--- config.mk ---
export PLATFORM = sky130hd
export DESIGN_NAME = mips_mem_arbiter
export DESIGN_NICKNAME = d
export VERILOG_FILES = /design/src/rtl/mips_mem_pkg.sv /design/src/rtl/mips_arb_lat_ctr.sv /design/src/rtl/mips_mem_arbiter.sv
export SDC_FILE = /design/constraint.sdc
export NUM_CORES = 1
export LEC_CHECK = 0
export ABC_AREA = 1
export CORE_ASPECT_RATIO = 1.2
export CORE_MARGIN = 3
export CORE_UTILIZATION = 35
export CTS_BUF_LIST = sky130_fd_sc_hd__clkbuf_8
export CTS_CLUSTER_SIZE = 12
export DETAILED_ROUTE_END_ITERATION = 16
export PLACE_DENSITY = 0.77
export RECOVER_POWER = 50
export SYNTH_ARGS = -nofsm -noshare
export SYNTH_HDL_FRONTEND = slang
export SYNTH_HIERARCHICAL = 1
export SYNTH_SLANG_ARGS = --single-unit
--- constraint.sdc ---
create_clock -name clk1 -period 1.5 [get_ports clk1]
set_input_delay 0.225 -clock clk1 [delete_from_list [all_inputs] [get_ports clk1]]
set_output_delay 0.225 -clock clk1 [all_outputs]
set_load 0.02 [all_outputs]
--- src/rtl/mips_mem_pkg.sv ---
// Shared types and constants for the MIPS32 unified-memory arbiter and the core.
package mips_mem_pkg;

   localparam int ARB_AW_DEFAULT = 10;
   localparam int ARB_DW_DEFAULT = 32;

   // Opcode of HLT; the core decodes it to raise 'halted' towards the arbiter.
   localparam logic [5:0] HLT_OPCODE = 6'h3f;

   typedef enum logic {
      ARB_IDLE,
      ARB_BUSY
   } arb_state_t;

   typedef enum logic {
      OWN_IF,
      OWN_DM
   } owner_t;

endpackage

--- src/rtl/mips_arb_lat_ctr.sv ---
// Loadable down-counter that times one fixed-latency memory access.
module mips_arb_lat_ctr #(
   parameter int MEM_LAT = 2
) (
   input  logic clk1,
   input  logic rst_n,
   input  logic load,
   input  logic dec,
   output logic done
);

   logic [3:0] cnt_q;
   logic [3:0] cnt_d;

   always_comb begin
      cnt_d = cnt_q;
      if (load) begin
         cnt_d = 4'(MEM_LAT);
      end else if (dec && (cnt_q != 4'd0)) begin
         cnt_d = cnt_q - 4'd1;
      end
   end

   always_ff @(posedge clk1 or negedge rst_n) begin
      if (!rst_n) begin
         cnt_q <= '0;
      end else begin
         cnt_q <= cnt_d;
      end
   end

   // The edge that ends the count-1 cycle is the one on which read data is valid.
   assign done = dec && (cnt_q == 4'd1);

endmodule

--- src/rtl/mips_mem_arbiter.sv ---
// Single-port memory arbiter between the IF and MEM stages of the MIPS32 core.
// Optional grant/wait statistics counters are built when MIPS_ARB_STATS_EN is defined.
module mips_mem_arbiter
   import mips_mem_pkg::*;
#(
   parameter int AW             = ARB_AW_DEFAULT,
   parameter int DW             = ARB_DW_DEFAULT,
   parameter int MEM_LAT        = 2,
   parameter int MAX_MEM_STREAK = 4
) (
   input  logic          clk1,
   input  logic          rst_n,
   input  logic          if_req,
   input  logic [AW-1:0] if_addr,
   input  logic          if_flush,
   input  logic          halted,
   output logic          if_gnt,
   output logic          if_rvalid,
   output logic [DW-1:0] if_rdata,
   input  logic          dm_req,
   input  logic          dm_we,
   input  logic [AW-1:0] dm_addr,
   input  logic [DW-1:0] dm_wdata,
   output logic          dm_gnt,
   output logic          dm_rvalid,
   output logic [DW-1:0] dm_rdata,
   output logic          mem_en,
   output logic          mem_we,
   output logic [AW-1:0] mem_addr,
   output logic [DW-1:0] mem_wdata,
   input  logic [DW-1:0] mem_rdata,
   output logic          busy
`ifdef MIPS_ARB_STATS_EN
   ,
   output logic [31:0]   stat_if_grants,
   output logic [31:0]   stat_dm_grants,
   output logic [31:0]   stat_if_wait
`endif
);

   localparam int SW = $clog2(MAX_MEM_STREAK + 1);
   localparam logic [SW-1:0] STREAK_MAX = SW'(MAX_MEM_STREAK);

   arb_state_t    state_q, state_d;
   owner_t        owner_q, owner_d;
   logic          store_q, store_d;
   logic          drop_q, drop_d;
   logic [SW-1:0] streak_q, streak_d;
   logic          if_rvalid_q, if_rvalid_d;
   logic          dm_rvalid_q, dm_rvalid_d;
   logic [DW-1:0] if_rdata_q, if_rdata_d;
   logic [DW-1:0] dm_rdata_q, dm_rdata_d;

   logic if_elig;
   logic force_if;
   logic grant_if;
   logic grant_dm;
   logic lat_done;

   // Grant decision and memory strobes; gated by rst_n so reset drives every output low.
   always_comb begin
      if_elig  = if_req & ~halted & ~if_flush;
      force_if = if_elig & (streak_q == STREAK_MAX);
      grant_if = 1'b0;
      grant_dm = 1'b0;
      if (rst_n && (state_q == ARB_IDLE)) begin
         if (dm_req && !force_if) begin
            grant_dm = 1'b1;
         end else if (if_elig) begin
            grant_if = 1'b1;
         end
      end

      if_gnt    = grant_if;
      dm_gnt    = grant_dm;
      mem_en    = grant_if | grant_dm;
      mem_we    = grant_dm & dm_we;
      mem_addr  = '0;
      mem_wdata = '0;
      if (grant_dm) begin
         mem_addr  = dm_addr;
         mem_wdata = dm_wdata;
      end else if (grant_if) begin
         mem_addr  = if_addr;
      end
   end

   mips_arb_lat_ctr #(
      .MEM_LAT (MEM_LAT)
   ) u_lat_ctr (
      .clk1  (clk1),
      .rst_n (rst_n),
      .load  (grant_if | grant_dm),
      .dec   (state_q == ARB_BUSY),
      .done  (lat_done)
   );

   always_comb begin
      state_d     = state_q;
      owner_d     = owner_q;
      store_d     = store_q;
      drop_d      = drop_q;
      streak_d    = streak_q;
      if_rvalid_d = 1'b0;
      dm_rvalid_d = 1'b0;
      if_rdata_d  = if_rdata_q;
      dm_rdata_d  = dm_rdata_q;

      case (state_q)
         ARB_IDLE: begin
            if (grant_dm) begin
               state_d = ARB_BUSY;
               owner_d = OWN_DM;
               store_d = dm_we;
               drop_d  = 1'b0;
               // The streak only grows while a fetch is actually being held off.
               if (if_elig) begin
                  streak_d = (streak_q == STREAK_MAX) ? streak_q : streak_q + 1'b1;
               end else begin
                  streak_d = '0;
               end
            end else if (grant_if) begin
               state_d  = ARB_BUSY;
               owner_d  = OWN_IF;
               store_d  = 1'b0;
               drop_d   = if_flush;
               streak_d = '0;
            end
         end

         ARB_BUSY: begin
            if ((owner_q == OWN_IF) && if_flush) begin
               drop_d = 1'b1;
            end
            if (lat_done) begin
               state_d = ARB_IDLE;
               drop_d  = 1'b0;
               if (owner_q == OWN_IF) begin
                  if (!drop_q && !if_flush) begin
                     if_rvalid_d = 1'b1;
                     if_rdata_d  = mem_rdata;
                  end
               end else begin
                  dm_rvalid_d = 1'b1;
                  if (!store_q) begin
                     dm_rdata_d = mem_rdata;
                  end
               end
            end
         end

         default: begin
            state_d = ARB_IDLE;
         end
      endcase
   end

   always_ff @(posedge clk1 or negedge rst_n) begin
      if (!rst_n) begin
         state_q     <= ARB_IDLE;
         owner_q     <= OWN_IF;
         store_q     <= 1'b0;
         drop_q      <= 1'b0;
         streak_q    <= '0;
         if_rvalid_q <= 1'b0;
         dm_rvalid_q <= 1'b0;
         if_rdata_q  <= '0;
         dm_rdata_q  <= '0;
      end else begin
         state_q     <= state_d;
         owner_q     <= owner_d;
         store_q     <= store_d;
         drop_q      <= drop_d;
         streak_q    <= streak_d;
         if_rvalid_q <= if_rvalid_d;
         dm_rvalid_q <= dm_rvalid_d;
         if_rdata_q  <= if_rdata_d;
         dm_rdata_q  <= dm_rdata_d;
      end
   end

   assign if_rvalid = if_rvalid_q;
   assign if_rdata  = if_rdata_q;
   assign dm_rvalid = dm_rvalid_q;
   assign dm_rdata  = dm_rdata_q;
   assign busy      = (state_q == ARB_BUSY);

`ifdef MIPS_ARB_STATS_EN
   logic [31:0] stat_if_grants_q, stat_if_grants_d;
   logic [31:0] stat_dm_grants_q, stat_dm_grants_d;
   logic [31:0] stat_if_wait_q, stat_if_wait_d;

   // Wrapping event counters; a waiting cycle is an eligible fetch that was not granted.
   always_comb begin
      stat_if_grants_d = stat_if_grants_q + (grant_if ? 32'd1 : 32'd0);
      stat_dm_grants_d = stat_dm_grants_q + (grant_dm ? 32'd1 : 32'd0);
      stat_if_wait_d   = stat_if_wait_q + ((if_elig && !grant_if) ? 32'd1 : 32'd0);
   end

   always_ff @(posedge clk1 or negedge rst_n) begin
      if (!rst_n) begin
         stat_if_grants_q <= '0;
         stat_dm_grants_q <= '0;
         stat_if_wait_q   <= '0;
      end else begin
         stat_if_grants_q <= stat_if_grants_d;
         stat_dm_grants_q <= stat_dm_grants_d;
         stat_if_wait_q   <= stat_if_wait_d;
      end
   end

   assign stat_if_grants = stat_if_grants_q;
   assign stat_dm_grants = stat_dm_grants_q;
   assign stat_if_wait   = stat_if_wait_q;
`endif

endmodule
==> results of run 1 <==
critical path: stages, from the launching register on:
cell     delay [ns]
dfrtp_1        0.42
inv_2          0.10
ha_4           0.13
nand2_2        0.06
inv_2          0.07
nand3_4        0.08
nand2_2        0.09
nand4_1        0.20
inv_2          0.24
nand2_2        0.08
nand2_2        0.06
buf_6          0.11
through the flow:
step	total power, W	std cells	TNS [ns]
after floorplan	0.00218	435	-1.49
after global placement	0.00249	779	-46.49
after detailed placement	0.00250	779	-49.65
after CTS	0.00411	848	-32.79
after global routing	0.00427	850	-45.89
final	0.00412	850	-39.85
registers in the layout, indices dropped and copies added, names as in the netlist:
register and cells:
dm_rvalid 1, if_rvalid 1, owner_q 1, streak_q 3, drop_q 1, if_rdata 32, store_q 1, dm_rdata 32
busy 1, u_lat_ctr/cnt_q 4
logic make-up (layout without fill, tap and decap cells):
| family | Yosys count | after routing | synth area share |
|---|---|---|---|
| buffers and inverters | 101 | 389 | 0.128 |
| and+or+nand+nor | 180 | 181 | 0.203 |
| xor gates and xnor gates | 1 | 1 | 0.00241 |
| AOI/OAI and AO/OA | 71 | 71 | 0.120 |
| DFF | 77 | 77 | 0.530 |
| adders and majority gates | 5 | 5 | 0.0172 |
layout make-up:
class	instances	area, µm²
Timing Repair inverter	2	18.8
Inverter	82	328
Clock inverter	6	62.6
Clock buffer	10	138
Fill cell	584	1960
Timing Repair Buffer	289	3190
Sequential cell	77	1930
Multi-Input combinational cell	258	2280
Tap cell	126	158
routing by layer:
layer / vias up / global-route usage / wire [µm]
li1: 1898 / - / -
met1: 2046 / 0.339 / 6380
met2: 221 / 0.519 / 9200
met3: 42 / 0.0777 / 1590
met4: 0 / 0.0803 / 725
met5: - / 0 / 0
worst paths after layout:
path | from | endpoint | slack [ns]
min in group clk1 | mem_rdata[23] | if_rdata[23] | 0.42
max | streak_q[0] | mem_addr[5] | -0.73
max reg2reg | streak_q[0] | u_lat_ctr/cnt_q[3] | -0.33
max in group asynchronous | rst_n | dm_rdata[10] | 0.54
min reg2reg | if_rdata[8] | if_rdata[8] | 0.50
min | rst_n | dm_rdata[31] | 0.29
power breakdown:
group          switching, W  total, W  internal [W]
sequential       0.00000132   0.00208       0.00208
combinational      0.000195  0.000427      0.000232
clock              0.000808   0.00162      0.000811
total               0.00100   0.00412       0.00312
what timing repair did:
| action | 4_1_cts | 5_1_grt |
|---|---|---|
| endpoints found under the setup margin | 185 | 121 |
| cloned | 21 | 1 |
| resized for setup | 546 | 146 |
| pin swaps | 14 | 29 |
| buffers inserted | 40 | 12 |
placed cells by master, fill, tap and decap left out, types with 2 or more instances in the layout:
cell / count
a21oi_2: 2
buf_12: 10
buf_16: 12
buf_4: 27
buf_6: 73
buf_8: 8
clkbuf_8: 10
clkdlybuf4s50_1: 89
clkinvlp_4: 3
dfrtp_1: 77
dlygate4sd2_1: 66
ha_1: 3
ha_4: 2
inv_1: 73
inv_2: 8
inv_8: 2
nand2_1: 30
nand2_2: 40
nand2_4: 52
nand2_8: 3
nand3_1: 2
nand3_2: 4
nand3_4: 4
nand4_1: 2
nor2_1: 3
nor2_2: 3
nor2_4: 37
o21ai_1: 12
o21ai_2: 55
==> summary.md, run 1 <==
| Metric | Value |
|---|---|
| CTS tree | built |
| Initial antenna violation count | 0 |
| CTS Buffer Depth | 2 |
| Synth unique cells | 23 |
| Power Density | between 500 and 600 mW/mm² |
| Peak Freq | 449 MHz |
| DP HPWL | 10200 µm |
| Ant diodes | 0 |
| CP Capture Type | output pin |
| Final Critical Period | 2.23 ns |
| Grt ovf | 0 |
| Hold Vio Cnt, Final | 0 |
| Failing checks | setup timing |
| DP Worst Slack | -0.833 ns |
| Area grow syn2layout | 123% |
| Via count | between 4k and 5k |
| Worst path arrival time | approximately 2 ns |
| Average size of a mapped cell | between 8 and 9 µm² |
| Synth area leader | dfrtp_1 |
| Synth Flop Type | dfrtp_1 |
| CTS buffer count | 9 |
| Relative slew margins | 0.291 |
| Final core occ | 0.806 |
| Top cell types by occurrence after synthesis | nand2_1, inv_1, dfrtp_1 |
| Largest net degree at the start of global routing | between 70 and 80 |
| Worst hold margin | about 0.29 ns |
| Max-cap violations | 0 |
| Post-synthesis sequential area ratio | 0.530 |
| Gpl congestion | about 0.95 |
| Root Buffer | clkbuf_8 |
| First-pass GRT wire length | 25800 µm |
| Yosys top cell area share | 0.530 |
| DR iter-0 viols | about 160 |
| Global-route usage over all layers | 0.291 |
| Ports | ~200 |
| Worst R2R Path Depth | 13 |
| Standard-cell rows | 40 |
| Most common cell in the netlist | nand2_1 |
| Cts hold-fix bufs | 0 |
| Final wirelength | 17900 µm |
| Peak VDD IR | 556 µV |
| Worst Tran Pin Value | roughly 1.1 ns |
| Vias in the first global route | approximately 4.5k |
| Period utilisation layout | 1.48 |
| Post-route ant nets | 0 |
| Setup violations, final | 120 |
| Hold crit path type | in -> async |
| Die W | ~99 µm |
| Die area | 0.0116 mm² |
| RSZ-0062 raised after global routing | true |
| Initial Util | 0.361 |
| Worst-path maximum fanout | 6 |
| PortBufs | ~200 |
| Core Area | between 0.01 and 0.015 mm² |
| DRC violations left | 0 |
| Post-route setup slack | -0.726 ns |
| Slew Limit Fails | 0 |
| Critical path data required time | approximately 1.3 ns |
| Syn Nets | between 500 and 600 |
| Final nets | roughly 800 |
| First-pass DRT Iterations | 4 |
| YS warnings | 6 |
| Syn Inst Count | between 400 and 500 |
| DR vias/cell | approximately 4.9 |
| CTS Sinks | 77 |
| Worst-Skew Late Latency | around 0.37 ns |
| Htree depth | 3 |
| Wire per inst | 21.0 µm |
| Status | finished, violations left |
| Post-DP Area | around 0.0061 mm² |
| Leak | approximately 3.9 nW |
| Synth area leaders | dfrtp_1, nand2_1, inv_1, o21ai_0, o21ai_2 |
| Post-synth EDFFs | 0 |
| CP Class | reg -> out |
| Synth Cell Area | roughly 0.0036 mm² |
| Clock transition at path regs | about 0.090 ns |
| Proportion of layout cells with a drive suffix above 1 | 0.503 |
| Seq cells post-synth | between 70 and 80 |
| Fin area | around 0.0081 mm² |
| Skew final | approximately 0.012 ns |
| Async SR Flop Fraction | 1.00 |
| Nature of the critical path startpoint | flop |
| Die height | about 120 µm |
Note: power is estimated with default switching activity, not from simulation.
==> run 2: changes to the inputs <==
ABC_CLOCK_PERIOD_IN_PS = 1500   (was unset)
TNS_END_PERCENT = 20   (was unset)
==> run 2 against run 1 <==
Compared with the run above:
- the run still ends with setup timing left
- count of clock-buffer cells in the layout unchanged
- critical path depth increased by 1
- die area unchanged
- sequential cell count unchanged
- sequential power about the same
- clock power increased by 17%
- first-iteration DRC count decreased by 25%
- sequential share of layout area increased by 6.8 points
- cell area decreased by 22%
- combinational power decreased by 13%
- routed wire length decreased by 34%
- clock skew decreased by 0.0042 ns
- highest routed layer unchanged
==> summary.md, run 2 (synthesis gave the netlist of run 1 again) <==
| Metric | Value |
|---|---|
| Status | finished, violations left |
| Failing checks | setup timing |
| Clock transition at path regs | 0.08 ns (about the same) |
| Post-route setup slack | -0.541 ns (+0.184 ns) |
| CTS Sinks | 77 (unchanged) |
| CP Capture Type | output pin |
| Switching Share | 0.205 (-0.0386) |
| Initial antenna violation count | 0 (unchanged) |
| DR iter-0 viols | 120 (-25%) |
| Root Buffer | clkbuf_8 |
| Final nets | 760 (-6.7%) |
| Hold crit path type | in -> async |
| Post-route ant nets | 0 (unchanged) |
| DRC violations left | 0 (unchanged) |
| Period utilisation layout | 1.36 (-0.123) |
| Wire per inst | 14.9 µm (-29%) |
| Worst Tran Pin Value | 1.04 ns (-0.0215 ns) |
| Standard-cell rows | 40 (unchanged) |
| Ant diodes | 0 (unchanged) |
| Crit path largest cell delay | 0.41 ns (about the same) |
| Clock power frac | 0.437 (+0.044) |
| CP Cell Sequence | inv_2 -> ha_4 -> nand2_2 -> inv_2 -> nand3_4 -> nand2_2 -> nand4_1 -> inv_2 -> buf_6 -> nand2_1 -> nand2_2 -> buf_6 |
| Flop pwr share | 0.477 (-0.027) |
| Pint | 0.00346 W (+11%) |
| Die area | 0.0116 mm² (unchanged) |
| DR vias/cell | 4.49 (-9.2%) |
| Met3 WL | 1580 µm (-0.32%) |
| Worst-path maximum fanout | 7 (+1) |
| Peak Freq | 490 MHz (+9.0%) |
| Htree depth | 3 (unchanged) |
| Worst path arrival time | 1.82 ns (-0.18 ns) |
| Top Metal Used | met4 |
| Hold Vio Cnt, Final | 0 (unchanged) |
| Largest net degree at the start of global routing | 78 (unchanged) |
| Vias in the first global route | 3567 (-20%) |
| Global-route usage over all layers | 0.203 (-0.0876) |
| Core Area | 0.0101 mm² (unchanged) |
| First-pass DRT Iterations | 4 (unchanged) |
| Most common cell after layout, fill and taps aside | nand2_1 |
| Via count | 3573 (-15%) |
| Slowest CP cell | dfrtp_1 |
| Metal2 WL | 5780 µm (-37%) |
| Buf+Inv Stages, Crit Path | 5 (+1) |
| Setup violations, final | 58 (-52%) |
| CTS Buffer Depth | 2 (unchanged) |
| Leak | 3.30 nW (-15%) |
| Grt ovf | 0 (unchanged) |
| Power Density | 689 mW/mm² (+35%) |
| Initial Util | 0.361 (unchanged) |
| Cts hold-fix bufs | 0 (unchanged) |
| Fin area | 0.00631 mm² (-22%) |
| Ports | 204 (unchanged) |
| DP Worst Slack | -0.807 ns (+0.0258 ns) |
| R2r startpoint | streak_q[0] |
| RSZ-0062 raised after global routing | true |
| Area grow syn2layout | 73.6% |
| Peak VDD IR | 550 µV (-1.1%) |
| P_sw | 0.000892 W (-11%) |
| Nature of the critical path startpoint | flop |
| Die W | 99.0 µm (unchanged) |
| DP HPWL | 9140 µm (-10%) |
| Combinational Power Share | 0.085 (-0.019) |
| Skew final | 0.00785 ns (-0.00423 ns) |
| Critical Path Source | streak_q[0] |
| Relative slew margins | 0.305 (+0.0143) |
| First-pass GRT wire length | 18800 µm (-27%) |
| Post-Route M1 WL | 4230 µm (-34%) |
| Max-cap violations | 0 (unchanged) |
| Setup tns final | -23.29 ns (+16.56 ns) |
| CTS buffer count | 9 (unchanged) |
| PortBufs | 203 (unchanged) |
| Most frequent cells in the layout | nand2_1, clkdlybuf4s50_1, dfrtp_1, inv_1, dlygate4sd2_1 |
| Largest delay share family, worst path | buffers and inverters |
| CTS tree | built |
| Critical path data required time | 1.27 ns (about the same) |
| Die height | 118 µm (unchanged) |
| CP Class | reg -> out |
| Final wirelength | 11800 µm (-34%) |
| Post-DP Area | 0.00600 mm² (-1.2%) |
| Final Critical Period | 2.04 ns (-0.184 ns) |
| Worst-Skew Late Latency | 0.34 ns (-0.03 ns) |
| Gpl congestion | 0.850 (-10%) |
| Proportion of layout cells with a drive suffix above 1 | 0.274 (-0.229) |
| Slew Limit Fails | 0 (unchanged) |
[run 2: per-layer routing]
| metal | up-vias | global-route usage |
|---|---|---|
| li1 | 1764 | - |
| met1 | 1625 | 0.221 |
| met2 | 165 | 0.340 |
| met3 | 19 | 0.104 |
| met4 | 0 | 0.0649 |
| met5 | - | 0 |
[run 2: worst paths after layout]
path,to,slack (ns),depth (start not counted)
worst max register to register,u_lat_ctr/cnt_q[1],-0.28,13
worst min register to register,if_rdata[10],0.48,2
min in group clk1,dm_rdata[28],0.43,3
worst min-delay path,streak_q[0],0.19,2
worst max-delay path,mem_addr[0],-0.54,12
max in group asynchronous,dm_rdata[10],0.63,2
[run 2: power groups by stage]
stage | clock network (W) | registers [W] | logic (W)
2_1_floorplan | 0 | 0.00212 | 0.0000597
3_3_place_gp | 0 | 0.00212 | 0.000362
3_5_place_dp | 0 | 0.00212 | 0.000366
4_1_cts | 0.00196 | 0.00208 | 0.000372
5_1_grt | 0.00206 | 0.00208 | 0.000405
6_report | 0.00190 | 0.00208 | 0.000371
[run 2: cell type report]
type                       instances  area, µm²
clock buffer                      10        138
sequential                        77       1930
tap                              126        158
multi-input combinational        257       1400
clock inverter                     6        110
inverter                          82        308
fill                             892       3750
timing repair buffer             237       2260
[run 2: timing repair]
action | in CTS | in global routing
pin swaps | 1 | 8
endpoints found under the setup margin | 187 | 122
resized for setup | 230 | 32
buffers inserted | 6 | 1
[run 2: stage by stage]
stage	utilization	hold WS [ns]	std cells	total power [W]
floorplan	-	-0.0706	435	0.00218
global placement	0.596	0.454	772	0.00248
detailed placement	0.596	0.467	772	0.00248
CTS	0.621	0.155	794	0.00440
global route	0.627	0.265	795	0.00454
finish	0.627	0.191	795	0.00435
==> run 3: changes to the inputs <==
CTS_CLUSTER_SIZE = unset   (was 12)
GPL_ROUTABILITY_DRIVEN = 0   (was unset)
SKIP_LAST_GASP = 1   (was unset)
==> run 3 against run 2 <==
Compared with the run above:
- die area stayed put
- via count is 0.11% higher
- worst hold slack worse by 0.011 ns
- core utilization is 0.66 points higher
- worst setup slack worse by 0.0059 ns
- critical endpoint unchanged
- clock power hardly changed
- global-route usage is 0.14 points higher
- combinational power hardly changed
- the flow still finishes with violations (setup timing)
- total power hardly changed
- clock skew is 0.0028 ns higher
- first-iteration DRC count is 5.0% higher
==> summary.md, run 3 (synthesis gave the netlist of run 1 again) <==
| Metric | Value |
|---|---|
| Wire per inst | 15.0 µm (+0.42%) |
| Setup violations, final | 185 (+220%) |
| Area grow syn2layout | 75.4% |
| Initial antenna violation count | 0 (unchanged) |
| DRC violations left | 0 (unchanged) |
| Most common cell after layout, fill and taps aside | clkdlybuf4s50_1 |
| Vias in the first global route | 3569 (+0.056%) |
| Fin cells | 796 (+0.13%) |
| Hold crit path type | in -> async |
| Final nets | 761 (+0.13%) |
| Root Buffer | clkbuf_8 |
| Hold Vio Cnt, Final | 0 (unchanged) |
| Power Density | 682 mW/mm² (-1.1%) |
| Worst R2R Path Depth | 12 (-1) |
| Inst Count DP | 772 (unchanged) |
| DR vias/cell | 4.49 (about the same) |
| Slew Limit Fails | 0 (unchanged) |
| Die W | 99.0 µm (unchanged) |
| CP Capture Type | output pin |
| Status | finished, violations left |
| Leak | 3.21 nW (-2.9%) |
| Initial Util | 0.361 (unchanged) |
| Max-cap violations | 0 (unchanged) |
| Cts hold-fix bufs | 0 (unchanged) |
| CTS tree | built |
| Slowest CP cell | dfrtp_1 |
| Critical path data required time | 1.27 ns (about the same) |
| Relative slew margins | 0.296 (-0.00886) |
| Filler Cell Count | 877 (-1.7%) |
| Met2 Use GR | 0.342 (+0.00126) |
| Ant diodes | 0 (unchanged) |
| CTS Buffer Depth | 2 (unchanged) |
| GR peak layer | met2 |
| DP HPWL | 9140 µm (unchanged) |
| Via count | 3577 (+0.11%) |
| Crit path largest cell delay | 0.40 ns (about the same) |
| Clock transition at path regs | 0.08 ns (about the same) |
| Largest net degree at the start of global routing | 78 (unchanged) |
| Critical R2R Capture | u_lat_ctr/cnt_q[1] |
| Die height | 118 µm (unchanged) |
| RSZ-0062 raised after global routing | true |
| Die area | 0.0116 mm² (unchanged) |
| Post-route setup slack | -0.547 ns (-0.00586 ns) |
| Most frequent cells in the layout | clkdlybuf4s50_1, nand2_1, dfrtp_1, inv_1, o21ai_0 |
| Crit path to | mem_addr[0] |
| Failing checks | setup timing |
| Peak VDD IR | 550 µV (unchanged) |
| PortBufs | 203 (unchanged) |
| Standard-cell rows | 40 (unchanged) |
| Worst-Skew Late Latency | 0.35 ns (about the same) |
| Tot Pwr | 0.00435 W (about the same) |
| Worst Tran Pin Value | 1.06 ns (+0.0133 ns) |
| Peak Freq | 488 MHz (-0.29%) |
| First-pass DRT Iterations | 4 (unchanged) |
| Core Area | 0.0101 mm² (unchanged) |
| Period utilisation layout | 1.36 (+0.00391) |
| Met1 Usage GRT | 0.225 (+0.00381) |
| CTS Sinks | 77 (unchanged) |
| Final wirelength | 11900 µm (+0.55%) |
| R2r startpoint | streak_q[0] |
| Critical Path Source | streak_q[0] |
| FF-to-FF setup slack | -0.35 ns (-0.07 ns) |
| Final Critical Period | 2.05 ns (+0.00586 ns) |
| Ports | 204 (unchanged) |
| Global-route usage over all layers | 0.204 (+0.00136) |
| Grt ovf | 0 (unchanged) |
| Worst path arrival time | 1.82 ns (about the same) |
| Worst-path maximum fanout | 7 (unchanged) |
| CP Cell Sequence | inv_2 -> ha_4 -> nand2_2 -> inv_2 -> nand3_4 -> nand2_2 -> nand4_1 -> inv_2 -> buf_6 -> nand2_1 -> nand2_2 -> buf_6 |
| Setup tns final | -28.09 ns (-4.80 ns) |
| Htree depth | 3 (unchanged) |
| Post-route ant nets | 0 (unchanged) |
| CP Class | reg -> out |
| GR Util met3 | 0.106 (+0.00178) |
| Proportion of layout cells with a drive suffix above 1 | 0.266 (-0.00787) |
| Nature of the critical path startpoint | flop |
| First-pass GRT wire length | 18800 µm (+0.34%) |
| DR iter-0 viols | 126 (+5.0%) |
| CTS buffer count | 9 (unchanged) |
| Skew final | 0.0106 ns (+0.00278 ns) |
==> run 3: cell types whose count changed in the layout (fill, tap and decap cells not counted), sizes merged <==
cell	change
clkdlybuf4s15	-1
dlygate4sd2	-66
buf	+1
clkdlybuf4s50	+67
==> run 3: worst min path at each step <==
stage | slack, ns | end | startpoint | cells past startpoint
2_1_floorplan | -0.07 | busy | rst_n | 0
3_3_place_gp | 0.45 | drop_q | drop_q | 2
3_5_place_dp | 0.47 | if_rdata[10] | if_rdata[10] | 2
4_1_cts | 0.15 | streak_q[2] | rst_n | 2
5_1_grt | 0.28 | streak_q[2] | rst_n | 2
6_report | 0.18 | streak_q[2] | rst_n | 2
==> run 3: area by class of cell <==
type | count | area [µm²] | share of cell area
timing repair buffer | 238 | 2350 | 0.369
sequential | 77 | 1930 | 0.302
multi-input combinational | 257 | 1380 | 0.217
inverter | 82 | 308 | 0.0483
tap | 126 | 158 | 0.0247
clock buffer | 10 | 138 | 0.0216
clock inverter | 6 | 110 | 0.0173
==> run 3: per-stage QoR <==
| step | setup slack (ns) | hold WS (ns) | area (µm²) | utilization |
|---|---|---|---|---|
| after floorplan | -0.0464 | -0.0706 | 3730 | - |
| after global placement | -0.751 | 0.454 | 6000 | 0.596 |
| after detailed placement | -0.807 | 0.467 | 6000 | 0.596 |
| after CTS | -0.567 | 0.155 | 6310 | 0.627 |
| after global routing | -0.708 | 0.276 | 6370 | 0.634 |
| final | -0.547 | 0.180 | 6370 | 0.634 |
==> run 3: critical path, delay by kind of cell (launching register included) <==
family	cells	cell delay, ns
fa+ha+maj	1	0.12
buf+inv	5	0.56
flops	1	0.40
simple gates	6	0.40
==> run 3: power by group <==
| group | switching, W | total [W] | leakage (nW) | internal, W |
|---|---|---|---|---|
| clock network | 0.000749 | 0.00190 | 0.124 | 0.00115 |
| registers | 0.000000981 | 0.00208 | 0.885 | 0.00208 |
| logic | 0.000138 | 0.000369 | 2.20 | 0.000231 |
| total | 0.000888 | 0.00435 | 3.21 | 0.00346 |
==> run 3: repair_timing <==
action / in CTS / in global routing
pin swaps: 1 / 8
setup buffers: 6 / 2
resized for setup: 156 / 18
setup endpoints to repair: 187 / 189
cloned: 0 / 0
==> run 3: metal layers <==
metal / up-vias / wire length (µm)
li1: 1763 / -
met1: 1643 / 4330
met2: 157 / 5790
met3: 14 / 1600
met4: 0 / 178
met5: - / 0
